$ cat src/rtl/pwm_multi.sv
// Multi-channel PWM generator sharing one counter (up, down or center-aligned).
// Each channel's duty is double-buffered and takes effect only on a period boundary.
module pwm_multi #(
   parameter int unsigned WIDTH    = 10,
   parameter int unsigned CHANNELS = 4,
   parameter int unsigned MODE     = 0
) (
   input  logic                         clk,
   input  logic                         rst,
   input  logic                         en,
   input  logic [CHANNELS*WIDTH-1:0]    duty_in,
   input  logic                         load,
   output logic [CHANNELS-1:0]          pwm_out,
   output logic                         period_start,
   output logic [WIDTH-1:0]             cnt_out
);

   localparam logic [WIDTH-1:0] MAX   = '1;
   localparam logic [WIDTH-1:0] ONE   = WIDTH'(1);
   localparam logic [WIDTH-1:0] START = (MODE == 1) ? MAX : '0;

   logic [WIDTH-1:0]    r_cnt;
   logic                r_dir;   // 1 = counting down (center-aligned mode only)
   logic [CHANNELS-1:0] r_pwm;
   logic                r_ps;
   logic [WIDTH-1:0]    r_pending [CHANNELS];
   logic [WIDTH-1:0]    r_active  [CHANNELS];

   logic [WIDTH-1:0]    w_cnt_nxt;
   logic                w_dir_nxt;
   logic                w_boundary;

   always_comb begin
      w_cnt_nxt  = r_cnt;
      w_dir_nxt  = r_dir;
      w_boundary = 1'b0;
      if (MODE == 1) begin
         w_cnt_nxt  = r_cnt - ONE;
         w_boundary = (r_cnt == '0);
      end else if (MODE == 2) begin
         // Direction turns at both extremes, so MAX and 0 appear once per period.
         if (!r_dir) begin
            if (r_cnt == MAX) begin
               w_cnt_nxt = r_cnt - ONE;
               w_dir_nxt = 1'b1;
            end else begin
               w_cnt_nxt = r_cnt + ONE;
            end
         end else begin
            if (r_cnt == '0) begin
               w_cnt_nxt = r_cnt + ONE;
               w_dir_nxt = 1'b0;
            end else begin
               w_cnt_nxt = r_cnt - ONE;
            end
         end
         w_boundary = r_dir && (r_cnt == ONE);
      end else begin
         w_cnt_nxt  = r_cnt + ONE;
         w_boundary = (r_cnt == MAX);
      end
   end

   always_ff @(posedge clk) begin
      if (rst) begin
         r_cnt <= START;
         r_dir <= 1'b0;
         r_pwm <= '0;
         r_ps  <= 1'b0;
         for (int unsigned k = 0; k < CHANNELS; k++) begin
            r_pending[k] <= '0;
            r_active[k]  <= '0;
         end
      end else begin
         for (int unsigned k = 0; k < CHANNELS; k++) begin
            if (load) begin
               r_pending[k] <= duty_in[k*WIDTH +: WIDTH];
            end
            // While idle the active duty tracks pending so a restart uses the latest load.
            if (!en || w_boundary) begin
               r_active[k] <= r_pending[k];
            end
         end
         if (en) begin
            r_cnt <= w_cnt_nxt;
            r_dir <= w_dir_nxt;
            r_ps  <= w_boundary;
            for (int unsigned k = 0; k < CHANNELS; k++) begin
               r_pwm[k] <= (r_cnt < r_active[k]);
            end
         end else begin
            r_cnt <= START;
            r_dir <= 1'b0;
            r_pwm <= '0;
            r_ps  <= 1'b0;
         end
      end
   end

   assign pwm_out      = r_pwm;
   assign period_start = r_ps;
   assign cnt_out      = r_cnt;

endmodule
$ cat config.mk
export PLATFORM = sky130hd
export DESIGN_NAME = pwm_multi
export DESIGN_NICKNAME = d
export VERILOG_FILES = /design/src/rtl/pwm_multi.sv
export SDC_FILE = /design/constraint.sdc
export NUM_CORES = 1
export LEC_CHECK = 0
export BUFFER_PORTS_ARGS = -buffer_cell sky130_fd_sc_hd__buf_2
export CORE_UTILIZATION = 45
export CTS_BUF_LIST = sky130_fd_sc_hd__clkbuf_8 sky130_fd_sc_hd__clkbuf_16
export CTS_CLUSTER_SIZE = 14
export DETAILED_ROUTE_END_ITERATION = 12
export SYNTH_ARGS = -nofsm -noshare
export SYNTH_HDL_FRONTEND = slang
export SYNTH_SLANG_ARGS = --single-unit
$ cat constraint.sdc
create_clock -name clk -period 6.56 [get_ports clk]
set_clock_uncertainty 0.15 [all_clocks]
set_input_delay 0.656 -clock clk [delete_from_list [all_inputs] [get_ports clk]]
set_output_delay 0.656 -clock clk [all_outputs]
set_load 0.005 [all_outputs]
==> summary.txt, run 1 <==
Logic synthesis
  • Yosys top cell area share: 53.96%
  • Synth Register Bits: 95
  • Post-synth EDFFs: 80
  • Sequential share of the synthesized area: 60.71%
  • Syn. warnings: 0
  • Avg Inst Size Synth: 12.61 µm²
  • Synthesized area: 0.004452 mm²
  • Post-synthesis cell count: 353
  • Ranking of synthesized cells by area: edfxtp_1, ha_1, and2_1
  • Cell taking the most area after synthesis: edfxtp_1
  • Async set or reset register ratio after synthesis: 0%
  • Mapped Nets: 434
  • Yosys cell types: 27
  • Main synth FF type: edfxtp_1

STA
  • Hold Fails Final Rpt: 0
  • Slew headroom: 29.82%
  • F_max: 379.4 MHz
  • WHS: 0.3736 ns
  • Crit share post-route: 40.18%
  • Final worst setup slack: 3.924 ns
  • Max-slew violation count: 0
  • Setup tns final: 0 ns
  • Worst-Margin Slew: 1.048 ns
  • Min Tclk post-route: 2.636 ns
  • Unrepaired setup endpoints after global routing: no
  • Final setup viols: 0

Setup path
  • Critical path's top delay family: simple AND/OR/NAND/NOR gates
  • R2R Path Start: cnt_out[0]$_SDFF_PP0_
  • Worst R2R Setup Slack: 3.92 ns
  • Startpoint types: flip-flop
  • R2r endpoint: r_active[3][8]$_SDFFCE_PN0P_
  • CP endpoint kind: flip-flop
  • CP max stage cell: a21oi_4
  • CP required: 6.63 ns
  • Critical Path Max Stage Delay: 0.61 ns
  • Setup CP Type: flip-flop to flip-flop
  • Reg2reg path depth: 5
  • Cell breakdown of the critical path: ha_1 > nand2_1 > or4_4 > a21oi_4 > and2_2
  • CP Buf/Inv Count: 0
  • Critical Path AT: 2.70 ns
  • Worst-path maximum fanout: 40

Floorplanning
  • Die width: 101.5 µm
  • Core box area: 0.009415 mm²
  • Ports: 59
  • Die ar.: 0.01029 mm²
  • Row Count: 35
  • Starting Density: 47.28%
  • Die Ht: 101.5 µm

Placed design
  • Detail Placement HPWL: 4966 µm
  • Port Buffers: 58
  • Placed instance area: 0.004850 mm²
  • Setup Slack @ Placement: 3.898 ns
  • GPL Wtd Cong: 0.8274

Worst hold path
  • Worst hold path endpoint: r_active[1][8]$_SDFFCE_PN0P_
  • Min-Delay Path Depth: 1
  • Hold path start: r_pending[1][8]$_SDFFCE_PN0P_
  • Worst hold path type: flip-flop to flip-flop

Clock network
  • Hold Buf Count CTS: 0
  • Clk_lat worst skew: 0.34 ns
  • Root Driver: clkbuf_8
  • CTS tree: built
  • Setup Buffers After CTS: 0
  • Htree depth: 3
  • CTS Buf Count: 9
  • Clock sinks: 95
  • CTS Buffer Depth: 2
  • CTS clk-pin slew, worst paths: 0.09 ns
  • CTS resizes: 0

Outcome
  • Status: finished, final reports clean

Power and ir drop
  • Maximum vdd drop: 146.4 µV
  • Power Density: 232.6 mW/mm²
  • Pleak: 2.166 nW

GRT
  • GRT overflow: 0
  • Initial antenna violation count: 0
  • Vias in the first global route: 2500
  • GRT Overall Usage: 15.13%
  • First-pass GRT wire length: 11630 µm
  • Largest net degree at the start of global routing: 41

Routing
  • Final ANT Viol Nets: 0
  • DR DRC count: 0
  • DRT iter0 DRCs: 87
  • DRT Pass-1 Iters: 4
  • Final WL: 7042 µm
  • DR WL/cell: 12.85 µm
  • Vias post-DR: 2597
  • Vias per cell: 4.739

Layout
  • ANT cells: 0
  • Final #Nets: 495
  • Share of layout cells above drive strength 1: 26.25%
  • Most used cells in the layout excluding fill and tap cells: edfxtp_1, buf_2, and2_1
  • Area growth syn-to-layout: 13.43%
  • Design Area, Final: 0.005050 mm²
  • Most common cell after layout, fill and taps aside: edfxtp_1

Flow run
  • Max-cap violation count: 0
-- final cells by class --
cell class / instances / area (µm²)
Sequential cell: 95 / 2703
Clock buffer: 10 / 137.6
Inverter: 38 / 142.6
Tap cell: 129 / 161.4
Clock inverter: 6 / 62.56
Timing Repair Buffer: 59 / 297.8
Fill cell: 861 / 4365
Multi-Input combinational cell: 211 / 1545
-- cell families (layout without fill, tap and decap cells) --
family                     after synthesis  in the layout  share of synthesized area (%)
and+or+nand+nor                        135            135                          18.66
DFF                                     95             95                          60.71
buffers and inverters                   47            113                          4.637
adders and majority gates               37             37                          10.40
AOI/OAI and AO/OA                       33             33                          4.413
xor gates and xnor gates                 6              6                          1.180
-- sequential cells by signal, summed over array words and instances, names as in the netlist --
name / flops
pwm_out: 4
period_start: 1
cnt_out: 10
r_pending: 40
r_active: 40
-- worst max-delay path by stage --
stage	startpoint	end	slack, ns	cells past startpoint
floorplan	cnt_out[1]$_SDFF_PP0_	r_active[0][0]$_SDFFCE_PN0P_	3.82	4
global placement	cnt_out[0]$_SDFF_PP0_	r_active[2][4]$_SDFFCE_PN0P_	3.93	5
detailed placement	cnt_out[0]$_SDFF_PP0_	r_active[0][5]$_SDFFCE_PN0P_	3.90	5
CTS	cnt_out[0]$_SDFF_PP0_	r_active[3][8]$_SDFFCE_PN0P_	3.87	5
global route	cnt_out[0]$_SDFF_PP0_	r_active[0][9]$_SDFFCE_PN0P_	3.68	5
finish	cnt_out[0]$_SDFF_PP0_	r_active[3][8]$_SDFFCE_PN0P_	3.92	5
-- per-layer routing --
layer / vias up / share of wire, % / GRT usage [%]
met5: - / 0 / 0
met4: 0 / 1.3 / 4.905
met3: 10 / 3.3 / 4.072
met2: 48 / 48 / 24.91
met1: 1200 / 47 / 19.49
li1: 1339 / - / -
-- synthesized netlist by cell type, types with 5 or more instances --
master	instances
ha_1	37
and2_1	50
clkbuf_1	5
nand3_1	7
edfxtp_1	80
nand4_1	8
dfxtp_1	15
nor2_1	12
and2_2	31
a21oi_1	14
o21ai_0	10
inv_1	38
nor3_1	11
nand2b_1	5
-- power by group --
group          internal (mW)  switching [mW]
combinational         0.0375          0.0444
clock                  0.186           0.197
sequential             0.699          0.0108
total                  0.922           0.252
-- per-stage QoR --
stage | cells | total power, mW | util, %
floorplan | 353 | 0.7767 | -
finish | 548 | 1.175 | 53.63
CTS | 548 | 1.190 | 53.63
global route | 548 | 1.229 | 53.63
detailed placement | 532 | 0.8083 | 51.51
global placement | 532 | 0.8060 | 51.51
Power figures use the tool's default switching activity.
==> inputs of run 2 (changes only) <==
--- a/config.mk
+++ b/config.mk
@@ -10,6 +10,7 @@
 export CTS_BUF_LIST = sky130_fd_sc_hd__clkbuf_8 sky130_fd_sc_hd__clkbuf_16
 export CTS_CLUSTER_SIZE = 14
 export DETAILED_ROUTE_END_ITERATION = 12
+export PLACE_DENSITY = 0.67
 export SYNTH_ARGS = -nofsm -noshare
 export SYNTH_HDL_FRONTEND = slang
 export SYNTH_SLANG_ARGS = --single-unit
==> constraint.sdc (replaced) <==
create_clock -name clk -period 2.2 [get_ports clk]
set_clock_uncertainty 0.15 [all_clocks]
set_input_delay 0.22 -clock clk [delete_from_list [all_inputs] [get_ports clk]]
set_output_delay 0.22 -clock clk [all_outputs]
set_load 0.005 [all_outputs]
==> summary.txt, run 2 (synthesis gave the netlist of run 1 again) <==
Layout
  • Share of layout cells above drive strength 1: 26.87%
  • Area growth syn-to-layout: 24.34%
  • Design Area, Final: 0.005535 mm²
  • ANT cells: 0
  • Filler cells: 780
  • Most common cell after layout, fill and taps aside: edfxtp_1
  • Final #Nets: 545
  • Core Util, Final: 58.79%
  • Most used cells in the layout excluding fill and tap cells: edfxtp_1, buf_2, and2_1

Setup path
  • Worst Setup SP: cnt_out[1]$_SDFF_PP0_
  • Worst-path maximum fanout: 12
  • Critical Path Max Stage Delay: 0.58 ns
  • CP required: 2.11 ns
  • R2R Path Start: cnt_out[1]$_SDFF_PP0_
  • Critical Path AT: 2.00 ns
  • Startpoint types: flip-flop
  • CP max stage cell: or4_4
  • Cell breakdown of the critical path: ha_1 > nand2_1 > or4_4 > nand2_4 > buf_4
  • CP endpoint kind: flip-flop
  • Setup CP Type: flip-flop to flip-flop

Clock network
  • Htree depth: 3
  • CTS clk-pin slew, worst paths: 0.09 ns
  • Setup Buffers After CTS: 0
  • CTS tree: built
  • CTS resizes: 0
  • Clk_lat worst skew: 0.35 ns
  • CTS Buffer Depth: 2
  • Root Driver: clkbuf_8
  • CTS Buf Count: 9
  • Clock sinks: 95

Floorplanning
  • Starting Density: 47.28%
  • Core box area: 0.009415 mm²
  • Die width: 101.5 µm
  • Row Count: 35
  • Die ar.: 0.01029 mm²
  • Die Ht: 101.5 µm
  • Ports: 59

Routing
  • Vias per cell: 4.635
  • Vias post-DR: 2772
  • Final WL: 7712 µm
  • Final ANT Viol Nets: 0
  • DRT Pass-1 Iters: 4
  • DR DRC count: 0
  • DRT iter0 DRCs: 83
  • DR WL/cell: 12.90 µm

Outcome
  • Status: finished, final reports clean

GRT
  • Vias in the first global route: 2765
  • GRT overflow: 0
  • Initial antenna violation count: 0
  • First-pass GRT wire length: 12710 µm
  • GRT Overall Usage: 16.80%
  • Largest net degree at the start of global routing: 41

Power and ir drop
  • Power Density: 634.2 mW/mm²
  • Final Power: 3.510 mW
  • Maximum vdd drop: 373.8 µV
  • Pleak: 2.393 nW

STA
  • Crit share post-route: 94.88%
  • Worst-Margin Slew: 1.061 ns
  • Unrepaired setup endpoints after global routing: no
  • Slew headroom: 28.93%
  • Final setup viols: 0
  • Max-slew violation count: 0
  • Min Tclk post-route: 2.087 ns
  • Setup tns final: 0 ns
  • Hold Fails Final Rpt: 0
  • F_max: 479.1 MHz

Flow run
  • Max-cap violation count: 0

Placed design
  • Detail Placement HPWL: 5261 µm
  • GPL Wtd Cong: 0.7194
  • Port Buffers: 58
  • Placed instance area: 0.004995 mm²

Worst hold path
  • Hold path start: duty_in[30]
  • Worst hold path type: input pin to flip-flop
-- run 2: changes by cell type in the layout (fill, tap and decap cells not counted), sizes merged --
| cell | before | now |
|---|---|---|
| buf | 59 | 74 |
| clkbuf | 10 | 9 |
| clkinv | 1 | 2 |
| clkinvlp | 1 | 2 |
| dlygate4sd3 | 0 | 35 |
| inv | 41 | 40 |
-- run 2: power breakdown --
part | internal, mW | switching [mW]
Clock | 0.517 | 0.569
Combinational | 0.166 | 0.147
Sequential | 2.08 | 0.0288
-- run 2: cell type report --
cell class / count / area, µm² / share of cell area, %
clock buffers: 9 / 123.9 / 2.238
multi-input cells: 211 / 1553 / 28.05
well taps: 129 / 161.4 / 2.916
repair buffers: 109 / 785.8 / 14.20
inverters: 38 / 142.6 / 2.577
flip-flops and latches: 95 / 2703 / 48.82
clock inverters: 7 / 66.31 / 1.198
-- run 2: repair_timing --
item,CTS,global route
endpoints found under the hold margin,35,0
endpoints found under the setup margin,0,0
hold buffers,35,0
-- run 2: metal layers --
metal,wire length (µm),up-vias,track usage (%)
met4,121,0,7.023
met5,0,-,0
li1,-,1437,-
met2,4106,44,31.14
met1,3281,1282,19.01
met3,203,9,2.968
-- run 2: path summary, 6_finish.rpt --
check | cells past startpoint | slack (ns) | to
max reg2reg | 5 | 0.11 | r_active[3][0]$_SDFFCE_PN0P_
min reg2reg | 1 | 0.37 | r_active[0][8]$_SDFFCE_PN0P_
min | 2 | 0.02 | r_pending[3][0]$_SDFFCE_PN0P_
max | 5 | 0.11 | r_active[3][0]$_SDFFCE_PN0P_
-- run 2: critical path: cells and delay by family, from the launching register on --
family                     cells  cell delay [ns]
buffers and inverters          1             0.21
DFF                            1             0.34
and+or+nand+nor                3             0.89
adders and majority gates      1             0.21
-- run 2: through the flow --
step	worst slack [ns]	instances	hold WS (ns)
after CTS	0.1051	598	0.0008780
after global placement	0.1746	547	0.3456
after floorplan	0.04913	353	0.2682
after global routing	0.01218	598	0.004100
after detailed placement	0.1194	547	0.3481
final	0.1126	598	0.01519
==> inputs of run 3 (changes only) <==
--- a/config.mk
+++ b/config.mk
@@ -5,12 +5,14 @@
 export SDC_FILE = /design/constraint.sdc
 export NUM_CORES = 1
 export LEC_CHECK = 0
+export ABC_AREA = 1
 export BUFFER_PORTS_ARGS = -buffer_cell sky130_fd_sc_hd__buf_2
+export CORE_ASPECT_RATIO = 1.5
 export CORE_UTILIZATION = 45
 export CTS_BUF_LIST = sky130_fd_sc_hd__clkbuf_8 sky130_fd_sc_hd__clkbuf_16
 export CTS_CLUSTER_SIZE = 14
 export DETAILED_ROUTE_END_ITERATION = 12
-export PLACE_DENSITY = 0.67
+export PLACE_DENSITY = 0.69
 export SYNTH_ARGS = -nofsm -noshare
 export SYNTH_HDL_FRONTEND = slang
 export SYNTH_SLANG_ARGS = --single-unit
==> summary.txt, run 3 <==
GRT
  • Initial antenna violation count: 0
  • Vias in the first global route: 3140
  • Largest net degree at the start of global routing: 41
  • GRT overflow: 0
  • First-pass GRT wire length: 13560 µm
  • GRT Overall Usage: 15.43%

Layout
  • Filler cells: 986
  • ANT cells: 0
  • Final cell count without fillers: 719
  • Share of layout cells above drive strength 1: 22.55%
  • Area growth syn-to-layout: 14.85%
  • Area of the multi-input gates: 0.001715 mm²
  • Most common cell after layout, fill and taps aside: inv_1
  • Final #Nets: 650
  • Most used cells in the layout excluding fill and tap cells: inv_1, edfxtp_1, nor2_1
  • Register area: 0.002703 mm²

Power and ir drop
  • Seq pwr share: 53.5%
  • Pleak: 2.678 nW
  • Maximum vdd drop: 410.7 µV
  • Logic pwr share: 9.1%
  • P_sw: 0.8626 mW
  • Switching share of power: 21.99%
  • Power Density: 676.6 mW/mm²
  • Pint: 3.060 mW
  • Clk pwr share: 37.4%

Setup path
  • R2r endpoint: r_active[0][3]$_SDFFCE_PN0P_
  • R2R Path Start: cnt_out[2]$_SDFF_PP0_
  • Worst R2R Setup Slack: 0.26 ns
  • Worst Setup SP: cnt_out[2]$_SDFF_PP0_
  • Setup CP Type: flip-flop to flip-flop
  • CP endpoint kind: flip-flop
  • Reg2reg path depth: 7
  • CP required: 2.25 ns
  • Critical path endpoint: r_active[0][3]$_SDFFCE_PN0P_
  • Critical Path AT: 2.00 ns
  • Startpoint types: flip-flop
  • Worst-path maximum fanout: 19

Placed design
  • Placed cell count: 705
  • Detail Placement HPWL: 6105 µm
  • GPL Wtd Cong: 0.8466
  • Setup Slack @ Placement: 0.2498 ns
  • Port Buffers: 58

Logic synthesis
  • Post-synth EDFFs: 80
  • Yosys top cell area share: 47.60%
  • Synth Register Bits: 95
  • Most common cell in the netlist: inv_1
  • Yosys cell types: 24
  • Cell taking the most area after synthesis: edfxtp_1
  • Main synth FF type: edfxtp_1
  • Avg Inst Size Synth: 10.07 µm²
  • Ranking of synthesized cells by area: edfxtp_1, inv_1, nor2_4
  • Synthesized area: 0.005047 mm²
  • Syn. warnings: 0
  • Mapped Nets: 582
  • Top cells by count, synth: inv_1, edfxtp_1, nor2_1
  • Async set or reset register ratio after synthesis: 0%
  • Sequential share of the synthesized area: 53.54%
  • Post-synthesis cell count: 501

Routing
  • DRT Pass-1 Iters: 4
  • Vias post-DR: 3099
  • Final ANT Viol Nets: 0
  • Final WL: 7887 µm
  • DRT iter0 DRCs: 126
  • Vias per cell: 4.310
  • DR WL/cell: 10.97 µm
  • DR DRC count: 0

STA
  • Slew headroom: 42.14%
  • Crit share post-route: 88.41%
  • Hold Fails Final Rpt: 0
  • Max-slew violation count: 0
  • Worst-Margin Slew: 0.8679 ns
  • Min Tclk post-route: 1.945 ns
  • Unrepaired setup endpoints after global routing: no
  • F_max: 514.1 MHz
  • Setup tns final: 0 ns
  • WHS: 0.02341 ns
  • Final setup viols: 0
  • Final worst setup slack: 0.2550 ns

Clock network
  • Hold Buf Count CTS: 0
  • Clock sinks: 95
  • CTS resizes: 0
  • CTS Buf Count: 9
  • CTS Buffer Depth: 2
  • CTS clk-pin slew, worst paths: 0.06 ns
  • CTS tree: built
  • Clk_lat worst skew: 0.34 ns
  • Htree depth: 3
  • Root Driver: clkbuf_16
  • Setup Buffers After CTS: 0

Floorplanning
  • Die Ht: 131.7 µm
  • Row Count: 47
  • Die width: 88.47 µm
  • Die ar.: 0.01165 mm²
  • Starting Density: 45.90%
  • Core box area: 0.01100 mm²
  • Ports: 59

Flow run
  • Max-cap violation count: 0

Worst hold path
  • Worst hold path type: input pin to flip-flop

Outcome
  • Status: finished, final reports clean
run 3: cell count changes after synthesis, sizes merged, moves of 5 or more:
cell    previous run  this run
nand2b             5         0
nand2              4        70
nand4              8         1
inv               38       143
nor3              11         1
nor2              12       113
o21ai             10         2
and2              81         0
run 3: metrics by stage:
step	total power, mW	util [%]	instance area [µm²]
4_1_cts	3.967	52.71	5797
3_5_place_dp	2.500	50.19	5519
5_1_grt	4.082	52.71	5797
3_3_place_gp	2.486	50.19	5519
6_report	3.922	52.71	5797
2_1_floorplan	2.396	-	5050
run 3: how the worst min path moves through the flow:
stage                           from                       endpoint  slack (ns)  cells after the start
2_1_floorplan                    rst          cnt_out[6]$_SDFF_PP0_        0.25                      3
3_3_place_gp   cnt_out[0]$_SDFF_PP0_          cnt_out[0]$_SDFF_PP0_        0.29                      1
3_5_place_dp   cnt_out[0]$_SDFF_PP0_          cnt_out[0]$_SDFF_PP0_        0.30                      1
4_1_cts                  duty_in[24]  r_pending[2][4]$_SDFFCE_PN0P_        0.02                      3
5_1_grt                  duty_in[29]  r_pending[2][9]$_SDFFCE_PN0P_        0.03                      3
6_report                 duty_in[32]  r_pending[3][2]$_SDFFCE_PN0P_        0.02                      3
run 3: layout make-up:
class	instances	share of cell area (%)
Timing Repair Buffer	65	6.562
Tap cell	147	3.173
Multi-Input combinational cell	255	29.59
Clock buffer	9	3.885
Inverter	143	9.260
Sequential cell	95	46.62
Clock inverter	5	0.9065
run 3: power by group through the flow:
stage	logic, mW	clock network [mW]	registers, mW
after global routing	0.406	1.57	2.11
final	0.357	1.47	2.10
after detailed placement	0.363	0	2.14
after floorplan	0.267	0	2.13
after global placement	0.354	0	2.13
after CTS	0.366	1.50	2.10
run 3: layer usage:
metal	share of wire (%)	track usage [%]	wire length (µm)	up-vias
met1	40	17.13	3150	1350
met3	4.3	3.329	340	23
li1	-	-	-	1650
met2	52	26.32	4096	76
met4	3.8	9.229	299	0
met5	0	0	0	-
run 3: logic make-up after synthesis:
kind of cell / after synthesis / synth area share (%)
AO/OA/AOI/OAI: 20 / 2.182
XOR/XNOR: 1 / 0.1736
adder cells (fa/ha/maj): 37 / 9.172
buffers and inverters: 151 / 12.52
flip-flops: 95 / 53.54
AND/OR/NAND/NOR: 197 / 22.41
run 3: critical path: stages (launching register included):
cell     delay [ns]
dfxtp_1        0.55
nand2_1        0.17
nor2_4         0.17
nand3_4        0.12
nand2_4        0.10
nand2_8        0.20
buf_12         0.25
nor2_4         0.08
